File: src/rtl/evm_codec_pkg.sv
// Shared types, constants and bit helpers for the EVM shift encoder/decoder pair.
// Block and key vectors use ascending [0:63] ranges, so bit 0 is the MSB.
package evm_codec_pkg;

  localparam int unsigned BLOCK_W   = 64;
  localparam int unsigned KEY_BYTES = 8;
  localparam int unsigned BYTE_W    = 8;
  localparam int unsigned SHIFT_W   = 6;
  localparam int unsigned ROUND_W   = 3;

  typedef enum logic [1:0] {
    IDLE,
    XOR,
    SHIFT,
    DONE
  } state_t;

  typedef logic [0:BLOCK_W-1] block_t;

  // Rotate right by one: the LSB (bit 63) wraps around into the MSB (bit 0).
  function automatic block_t rotr1(input block_t x);
    return {x[BLOCK_W-1], x[0:BLOCK_W-2]};
  endfunction

  function automatic block_t rotl1(input block_t x);
    return {x[1:BLOCK_W-1], x[0]};
  endfunction

  // Byte j is key[8j:8j+7]; key[8j] becomes bit 7 of the returned byte.
  function automatic logic [BYTE_W-1:0] key_byte(input block_t key,
                                                 input logic [ROUND_W-1:0] j);
    return key[{j, 3'b000} +: BYTE_W];
  endfunction

endpackage

File: src/rtl/shift_decoding.sv
// Iterative 64-bit decoder: undoes the eight shift_encoding key-byte rounds in
// reverse order (XOR with the replicated byte, then rotate right one bit per clock).
module shift_decoding
  import evm_codec_pkg::*;
(
  input  logic               clk,
  input  logic               rst,
  input  logic               set,
  input  logic [0:BLOCK_W-1] data_in,
  input  logic [0:BLOCK_W-1] key,
  output logic [0:BLOCK_W-1] data_out,
  output logic               status
);

  state_t               st_q, st_d;
  block_t               blk_q, blk_d;
  block_t               key_q, key_d;
  logic [SHIFT_W-1:0]   cnt_q, cnt_d;
  logic [ROUND_W-1:0]   round_q, round_d;
  block_t               out_d;
  logic                 status_d;

  logic [BYTE_W-1:0]    kb_c;
  logic [SHIFT_W-1:0]   s_c;
  logic                 round_end_c;

  assign kb_c = key_byte(key_q, round_q);
  assign s_c  = kb_c[SHIFT_W-1:0];

  // Next-state and datapath; set has the final word over whatever the FSM decided.
  always_comb begin
    st_d        = st_q;
    blk_d       = blk_q;
    key_d       = key_q;
    cnt_d       = cnt_q;
    round_d     = round_q;
    out_d       = data_out;
    status_d    = status;
    round_end_c = 1'b0;

    case (st_q)
      XOR: begin
        blk_d = blk_q ^ {KEY_BYTES{kb_c}};
        cnt_d = s_c;
        if (s_c == SHIFT_W'(0)) round_end_c = 1'b1;
        else                    st_d        = SHIFT;
      end
      SHIFT: begin
        blk_d = rotr1(blk_q);
        cnt_d = cnt_q - SHIFT_W'(1);
        if (cnt_q == SHIFT_W'(1)) round_end_c = 1'b1;
      end
      default: ;
    endcase

    // The final round's result goes straight to the output register.
    if (round_end_c) begin
      if (round_q == ROUND_W'(0)) begin
        st_d     = DONE;
        out_d    = blk_d;
        status_d = 1'b1;
      end else begin
        round_d = round_q - ROUND_W'(1);
        st_d    = XOR;
      end
    end

    if (set) begin
      blk_d    = data_in;
      key_d    = key;
      round_d  = ROUND_W'(KEY_BYTES - 1);
      cnt_d    = '0;
      status_d = 1'b0;
      out_d    = data_out;
      st_d     = XOR;
    end
  end

  always_ff @(posedge clk or posedge rst) begin
    if (rst) begin
      st_q     <= IDLE;
      blk_q    <= '0;
      key_q    <= '0;
      cnt_q    <= '0;
      round_q  <= '0;
      data_out <= '0;
      status   <= 1'b0;
    end else begin
      st_q     <= st_d;
      blk_q    <= blk_d;
      key_q    <= key_d;
      cnt_q    <= cnt_d;
      round_q  <= round_d;
      data_out <= out_d;
      status   <= status_d;
    end
  end

endmodule

File: config.mk
export PLATFORM = sky130hd
export DESIGN_NAME = shift_decoding
export DESIGN_NICKNAME = d
export VERILOG_FILES = /design/src/rtl/evm_codec_pkg.sv /design/src/rtl/shift_decoding.sv
export SDC_FILE = /design/constraint.sdc
export NUM_CORES = 1
export LEC_CHECK = 0
export ABC_AREA = 1
export CAP_MARGIN = 10
export CORE_MARGIN = 5
export CORE_UTILIZATION = 45
export CTS_CLUSTER_SIZE = 8
export DETAILED_ROUTE_END_ITERATION = 16
export PLACE_DENSITY = 0.71
export SKIP_CTS_REPAIR_TIMING = 1
export SYNTH_ARGS = -nofsm -noshare
export SYNTH_HDL_FRONTEND = slang
export SYNTH_SLANG_ARGS = --single-unit
export TNS_END_PERCENT = 50
File: constraint.sdc
create_clock -name clk -period 14.92 [get_ports clk]
set_input_delay 2.984 -clock clk [delete_from_list [all_inputs] [get_ports clk]]
set_output_delay 2.984 -clock clk [all_outputs]
set_load 0.02 [all_outputs]
# ---- After elaboration in Yosys (flattened, before gate mapping)
# Cells that the tools add are included.
dict set report totals {
  register_bits 204
  output_inout_bits 65
  input_bits 131
}
dict set report op_classes {
  n_addsub 2
  n_shift 1
  reduce_logical 10
  n_eq_ne 5
  muxes 18
  n_bitwise 3
}
# operator count
set op_table {}
lappend op_table {{$pmux W64 S2} 1}
lappend op_table {{$shiftx A64 B7 Y65} 1}
lappend op_table {{$mux W64} 1}
lappend op_table {{$xor A64 B64 Y64} 1}
lappend op_table {{$pmux W6 S2} 1}
lappend op_table {{$mux W2} 5}
lappend op_table {{$mux W3} 3}
lappend op_table {{$not A6 Y7} 1}
lappend op_table {{$eq A6 B1 Y1 const B} 1}
lappend op_table {{$logic_not A6 Y1} 1}
lappend op_table {{$mux W6} 1}
lappend op_table {{$reduce_and A2 Y1} 3}
lappend op_table {{$reduce_bool A3 Y1} 2}
lappend op_table {{$sub A6 B1 Y6 const B} 1}
lappend op_table {{$mux W1} 5}
lappend op_table {{$reduce_bool A2 Y1} 2}
lappend op_table {{$logic_not A3 Y1} 1}
lappend op_table {{$ne A3 B3 Y1 const B} 1}
lappend op_table {{$reduce_and A3 Y1} 1}
lappend op_table {{$sub A3 B1 Y3 const B} 1}
lappend op_table {{$eq A2 B1 Y1 const B} 1}
lappend op_table {{$eq A2 B2 Y1 const B} 1}
lappend op_table {{$ne A2 B2 Y1 const B} 1}
lappend op_table {{$pmux W1 S2} 1}
lappend op_table {{$not A1 Y1} 1}

# ---- Longest topological paths before layout
# Gate-level depths: netlist (run 1).
dict set report depth {
  word_depth 7
  depth_mapped 16
}

# ---- Worst setup path before layout (run 1)
# Ideal clock, no wire load.
dict set report synth_timing {
  path_kind {input to register}
  from {input set}
  to {register st_q[0]}
  arrival_ns 3.879
  path_stages 5
  path_slack_ns 10.903
  required_ns 14.782
  cell_sequence {clkbuf_1 inv_1 clkbuf_1 clkbuf_1 nand3_1}
}
dict set report synth_between {
  elab_chain_len 2
}
# item line
set synth_rtl {}
lappend synth_rtl {{start: declaration} shift_decoding.sv:8} ;# input logic set,
lappend synth_rtl {{$ne A3 B3 Y1 (no source line) / $reduce_bool A3 Y1 (equally long branches)} n/a}
lappend synth_rtl {{$reduce_and A2 Y1 (no source line)} n/a}
lappend synth_rtl {{end signal: assignment} shift_decoding.sv:89} ;# st_q <= st_d;
lappend synth_rtl {{end: declaration} shift_decoding.sv:15} ;# state_t st_q, st_d;
# Parallel ways exist; a longest one is shown, timed or not.
# A chain may end at the register's enable or synchronous reset.

# ---- Worst setup path in the final report (run 1)
dict set report layout_timing {
  from {input set}
  to {register data_out[23] (netlist bit)}
}
dict set report layout_between {
  elab_chain_len 2
}
# item line
set layout_rtl {}
lappend layout_rtl {{$not A1 Y1 (no source line)} n/a}
lappend layout_rtl {{$reduce_and A3 Y1 (no source line)} n/a}
lappend layout_rtl {{end signal: assignment} shift_decoding.sv:94} ;# data_out <= out_d;
lappend layout_rtl {{end: declaration} shift_decoding.sv:11} ;# output logic [0:BLOCK_W-1] data_out,
# No other way between the ends.

==> results of run 1 <==
==> cell usage after synthesis, drive strengths merged <==
master / instances
ha: 6
or2: 1
buf: 35
a32o: 1
nor3b: 1
nand3: 185
dfrtp: 204
clkinv: 5
nand4: 2
a21oi: 73
nand2: 607
nor2: 11
xor2: 1
o211ai: 8
clkbuf: 55
inv: 132
o22ai: 3
nor3: 2
a22oi: 63
o21ai: 68
==> area by class of cell <==
cell class              instances  share of cell area
diodes                          2            0.000368
clock inverters                 2             0.00285
clock buffers                  29              0.0533
inverters                     137              0.0386
repair buffers                203               0.148
well taps                     319              0.0293
multi-input cells            1032               0.353
flip-flops and latches        204               0.375
==> worst max-delay path: cells and delay by family <==
| kind | cells | cell delay [ns] |
|---|---|---|
| simple gates | 4 | 1.24 |
| buf+inv | 2 | 0.70 |
==> through the flow <==
| stage | setup WS [ns] | instance area [um^2] | utilization |
|---|---|---|---|
| 2_1_floorplan | 6.37 | 10800 | - |
| 3_3_place_gp | 9.74 | 12800 | 0.544 |
| 3_5_place_dp | 9.73 | 12800 | 0.544 |
| 4_1_cts | 10.28 | 13600 | 0.576 |
| 5_1_grt | 10.03 | 13600 | 0.576 |
| 6_report | 10.22 | 13600 | 0.576 |
==> per-layer routing <==
layer | vias to the layer above | global-route usage
li1 | 4968 | -
met1 | 4822 | 0.334
met2 | 415 | 0.385
met3 | 74 | 0.0340
met4 | 0 | 0.0836
met5 | - | 0
==> report_power, final <==
group / internal (mW) / total [mW] / leakage, nW / switching, mW
sequential: 0.614 / 0.658 / 2.59 / 0.0444
combinational: 0.167 / 0.490 / 3.93 / 0.323
clock: 0.355 / 0.585 / 0.376 / 0.229
total: 1.14 / 1.73 / 6.90 / 0.596
==> worst paths after layout <==
kind / startpoint / to / slack (ns) / depth (start not counted)
min in group asynchronous: rst / key_q[48]$_DFFE_PP0P_ / 3.02 / 2
min reg2reg: key_q[31]$_DFFE_PP0P_ / key_q[31]$_DFFE_PP0P_ / 0.47 / 2
max: set / data_out[23]$_DFFE_PP0P_ / 10.22 / 6
max reg2reg: round_q[1]$_DFFE_PP0P_ / data_out[23]$_DFFE_PP0P_ / 11.06 / 11
max in group asynchronous: rst / blk_q[26]$_DFF_PP0_ / 10.42 / 3
min: key_q[31]$_DFFE_PP0P_ / key_q[31]$_DFFE_PP0P_ / 0.47 / 2
==> kinds of logic (layout without fill, tap and decap cells) <==
logic type / after synthesis / after routing / share of synthesized area
xor+xnor: 1 / 1 / 0.000808
compound gates: 216 / 216 / 0.118
buf+inv: 227 / 371 / 0.0894
simple gates: 809 / 809 / 0.314
other cells: 0 / 2 / 0
flops: 204 / 204 / 0.471
fa+ha+maj: 6 / 6 / 0.00692
==> sequential cells by signal (all words and copies together), names as in the netlist <==
name,flops
round_q,3
key_q,64
blk_q,64
data_out,64
cnt_q,6
st_q,2
status,1
==> results.ini, run 1 <==
[outcome]
run_status=complete, no violations

[worst_setup_path]
worst_ep_arrival_time_ns=5.10
cp.required_ns=15.32
setup.worst_path.class=in2reg
cp_cell_sequence=buf_4 -> nor2_4 -> buf_4 -> nand3_4 -> nand2_1 -> nand2_1
crit_path_top_delay_cell=nand3_4
slowest_delay_ns=0.79
worstSetupStartpointType=primary input
end_kind=register
path_max_fanout=66

[floorplan]
start_util=0.459
die_height_um=165
io_pins=196
die_area_mm2=0.0273
core_region_area_mm2=0.0236
die_w_um=165
fp-row-count=56

[final_layout]
drive_gt1_frac=0.0548
final_common_cell=nand2_1
layout.nets=1744
fin_cells=1928
layout_common_cells=nand2_1 (580), dfrtp_1 (204), clkdlybuf4s50_1 (194)
fillers=2212
areaGrowthSynthToFinish_pct=25.5
regArea_mm2=0.00510
multiInputGateArea_mm2=0.00480

[timing]
grt_setup_unrepaired=false
finalHoldViolCount=0
finClkSkew_ns=0.0167
fin_setup_tns_ns=0
fmax_mhz=213
whs_ns=0.466
worst_slew_pin_slew_ns=1.05
final-setup-viol-count=0
fin_crit_ns=4.70
finalMaxSlewViolations=0
final.period_utilization=0.315
slew_headroom=0.300

[clock_tree]
cts.path.max_buffers=3
clk_pin_slew_ns=0.05
cts.sinks=204
cts_tree=built
htree_num_levels=1
numCtsBuffers=29
clk-insertion-delay-late_ns=0.54
clock-root-buffer=clkbuf_16

[yosys]
ys_seq_area_frac=0.471
yosys.area.top_type_share=0.471
synth_warnings=0
ys_top_cells_by_area=dfrtp_1 (47%), nand2_1 (20%), nand3_1 (8.2%)
synth_area_per_cell_um2=7.41
synth_top_area_cell=dfrtp_1
syn_nets=1600
synthCells=1463
syn_area_mm2=0.0108
synth_seq_cells=204
synth_cell_types=32

[route]
dr.pass1.iters=5
routed.top_layer=met4
drt-initial-drc-count=1061
routed_wl_um=32900
via_per_inst=5.33
drc=0
route.met2.wl_um=15400
ant_nets=0
wl_per_cell_um=17.0
vias=10279
met3WireLength_um=2500
met1_length_um=13900

[power]
power_density_mw_per_mm2=127
p_total_mw=1.73
leakagePower_nw=6.90
peakVddDrop_uv=68.6

[global_route]
grt_max_degree=140
grt_pass1_vias=9968
overflow=0
antenna_found_initial=2
grt_first_pass_wirelength_um=52200
grt_usage=0.240

[place]
dp.cells=1895
portBuffers=195
dpl.hpwl_um=20800
gp_congestion=0.821

[hold_path]
min-delay-path-class=reg2reg

[flow_run]
maxCapViolations=0

(Power assumes the default switching activity.)
==> run 2: changes to the inputs <==
--- a/config.mk
+++ b/config.mk
@@ -11,7 +11,7 @@
 export CORE_UTILIZATION = 45
 export CTS_CLUSTER_SIZE = 8
 export DETAILED_ROUTE_END_ITERATION = 16
-export PLACE_DENSITY = 0.71
+export PLACE_DENSITY = 0.74
 export SKIP_CTS_REPAIR_TIMING = 1
 export SYNTH_ARGS = -nofsm -noshare
 export SYNTH_HDL_FRONTEND = slang
==> constraint.sdc (replaced) <==
create_clock -name clk -period 4.3 [get_ports clk]
set_input_delay 0.86 -clock clk [delete_from_list [all_inputs] [get_ports clk]]
set_output_delay 0.86 -clock clk [all_outputs]
set_load 0.02 [all_outputs]
==> run 2 against run 1 <==
Net effect: largest cell class unchanged; cell count is 0.47% higher; critical path depth up 7; register-to-register slack got worse by 9.8 ns; design area is 0.90% higher; critical path type is now reg2reg.
==> results.ini, run 2 (synthesis gave the netlist of run 1 again) <==
[floorplan]
die_area_mm2=0.0273
die_w_um=165
core_region_area_mm2=0.0236
fp-row-count=56
die_height_um=165
start_util=0.459
io_pins=196

[route]
drt-initial-drc-count=976
routed_wl_um=33200
vias=10369
ant_nets=0
drc=0
via_per_inst=5.35
wl_per_cell_um=17.2
dr.pass1.iters=6

[power]
power_switching_mw=2.05
combPwrFrac=0.287
power_density_mw_per_mm2=437
switching_share=0.342
internal_power_mw=3.95
p_total_mw=6.01
power_frac_clock=0.332
pwr-share-seq=0.381
leakagePower_nw=6.96
peakVddDrop_uv=262

[global_route]
grt_pass1_vias=9955
overflow=0
grt_first_pass_wirelength_um=52800
use_met1=0.339
antenna_found_initial=0
grt_max_degree=75
grt.met2_usage=0.390
grt.busiest_layer=met2
use_met3=0.0410
grt_usage=0.243

[timing]
final.period_utilization=0.696
finalHoldViolCount=0
worst_slew_pin_slew_ns=0.817
final-setup-viol-count=0
fin_crit_ns=2.99
fin_setup_tns_ns=0
finClkSkew_ns=0.0184
slew_headroom=0.455
finalMaxSlewViolations=0
grt_setup_unrepaired=false
fmax_mhz=334

[place]
gp_congestion=0.898
dp.cells=1906
portBuffers=195
placed_area_mm2=0.0130
dpl.hpwl_um=22400

[final_layout]
multiInputGateArea_mm2=0.00480
layout.nets=1756
diodes=0
regArea_mm2=0.00510
areaGrowthSynthToFinish_pct=26.6
fillers=2116
reg_top3=blk_q: 64 flops, data_out: 64 flops, key_q: 64 flops
drive_gt1_frac=0.0612
layout_common_cells=nand2_1 (580), dfrtp_1 (204), clkdlybuf4s50_1 (194)
final_area_mm2=0.0137
final_common_cell=nand2_1
fin_cells=1937
final_util=0.581

[clock_tree]
clk_pin_slew_ns=0.05
clk-insertion-delay-late_ns=0.53
cts.path.max_buffers=3
cts_tree=built
numCtsBuffers=29
cts.sinks=204
clock-root-buffer=clkbuf_16
htree_num_levels=1

[hold_path]
hold_end=key_q[14]$_DFFE_PP0P_
min-delay-path-class=reg2reg
hold-path-cell-count=2
min_from=key_q[14]$_DFFE_PP0P_

[worst_setup_path]
path_max_fanout=47
worstSetupStartpointType=register
r2r_slack_ns=1.31
r2r_end=data_out[9]$_DFFE_PP0P_
setup.worst_path.class=reg2reg
r2r_cells=13
end_kind=register
cp.required_ns=4.72
worst_ep_arrival_time_ns=3.41
r2r-start=round_q[0]$_DFFE_PP0P_

[outcome]
run_status=complete, no violations

[flow_run]
maxCapViolations=0

-- run 2: worst max-delay path, stage by stage, from the launching register on --
cell      delay (ns)
dfrtp_1         0.70
buf_4           0.32
nand2_1         0.07
o211ai_1        0.10
nand2_1         0.09
nand2_1         0.08
nand2_2         0.19
nor2_1          0.20
nand3_1         0.11
nand2_2         0.12
nand3_4         0.25
buf_4           0.43
nand2_1         0.14
nand2_1         0.06
-- run 2: worst max path at each step --
stage / from / end / slack, ns / cells after the start
6_report: round_q[0]$_DFFE_PP0P_ / data_out[9]$_DFFE_PP0P_ / 1.31 / 13
3_3_place_gp: round_q[0]$_DFFE_PP0P_ / data_out[8]$_DFFE_PP0P_ / 1.45 / 13
2_1_floorplan: rst / blk_q[0]$_DFF_PP0_ / 0.80 / 1
5_1_grt: round_q[0]$_DFFE_PP0P_ / data_out[9]$_DFFE_PP0P_ / 1.03 / 13
3_5_place_dp: round_q[0]$_DFFE_PP0P_ / data_out[17]$_DFFE_PP0P_ / 1.34 / 13
4_1_cts: round_q[0]$_DFFE_PP0P_ / data_out[37]$_DFFE_PP0P_ / 1.34 / 13
-- run 2: cell type report --
type,count,share of cell area
multi-input cells,1032,0.349
well taps,319,0.0291
clock inverters,1,0.00219
inverters,137,0.0380
clock buffers,29,0.0529
flip-flops and latches,204,0.372
repair buffers,215,0.157
-- run 2: per-stage QoR --
step,worst slack (ns),hold WS [ns]
final,1.31,0.473
after global routing,1.03,0.505
after CTS,1.34,0.478
after detailed placement,1.34,0.465
after global placement,1.45,0.465
after floorplan,0.796,0.437
-- run 2: routing by layer --
metal  wire, um  vias to the layer above
met1      13900                     4847
met4        865                        0
li1           -                     4992
met5          0                        -
met2      15700                      472
met3       2710                       58
-- run 2: power by group through the flow --
stage / clock network, mW / logic, mW / registers [mW]
after floorplan: 0 / 1.19 / 2.26
after global placement: 0 / 1.65 / 2.30
after detailed placement: 0 / 1.69 / 2.31
after CTS: 2.02 / 1.70 / 2.28
after global routing: 2.11 / 1.92 / 2.31
final: 2.00 / 1.72 / 2.29
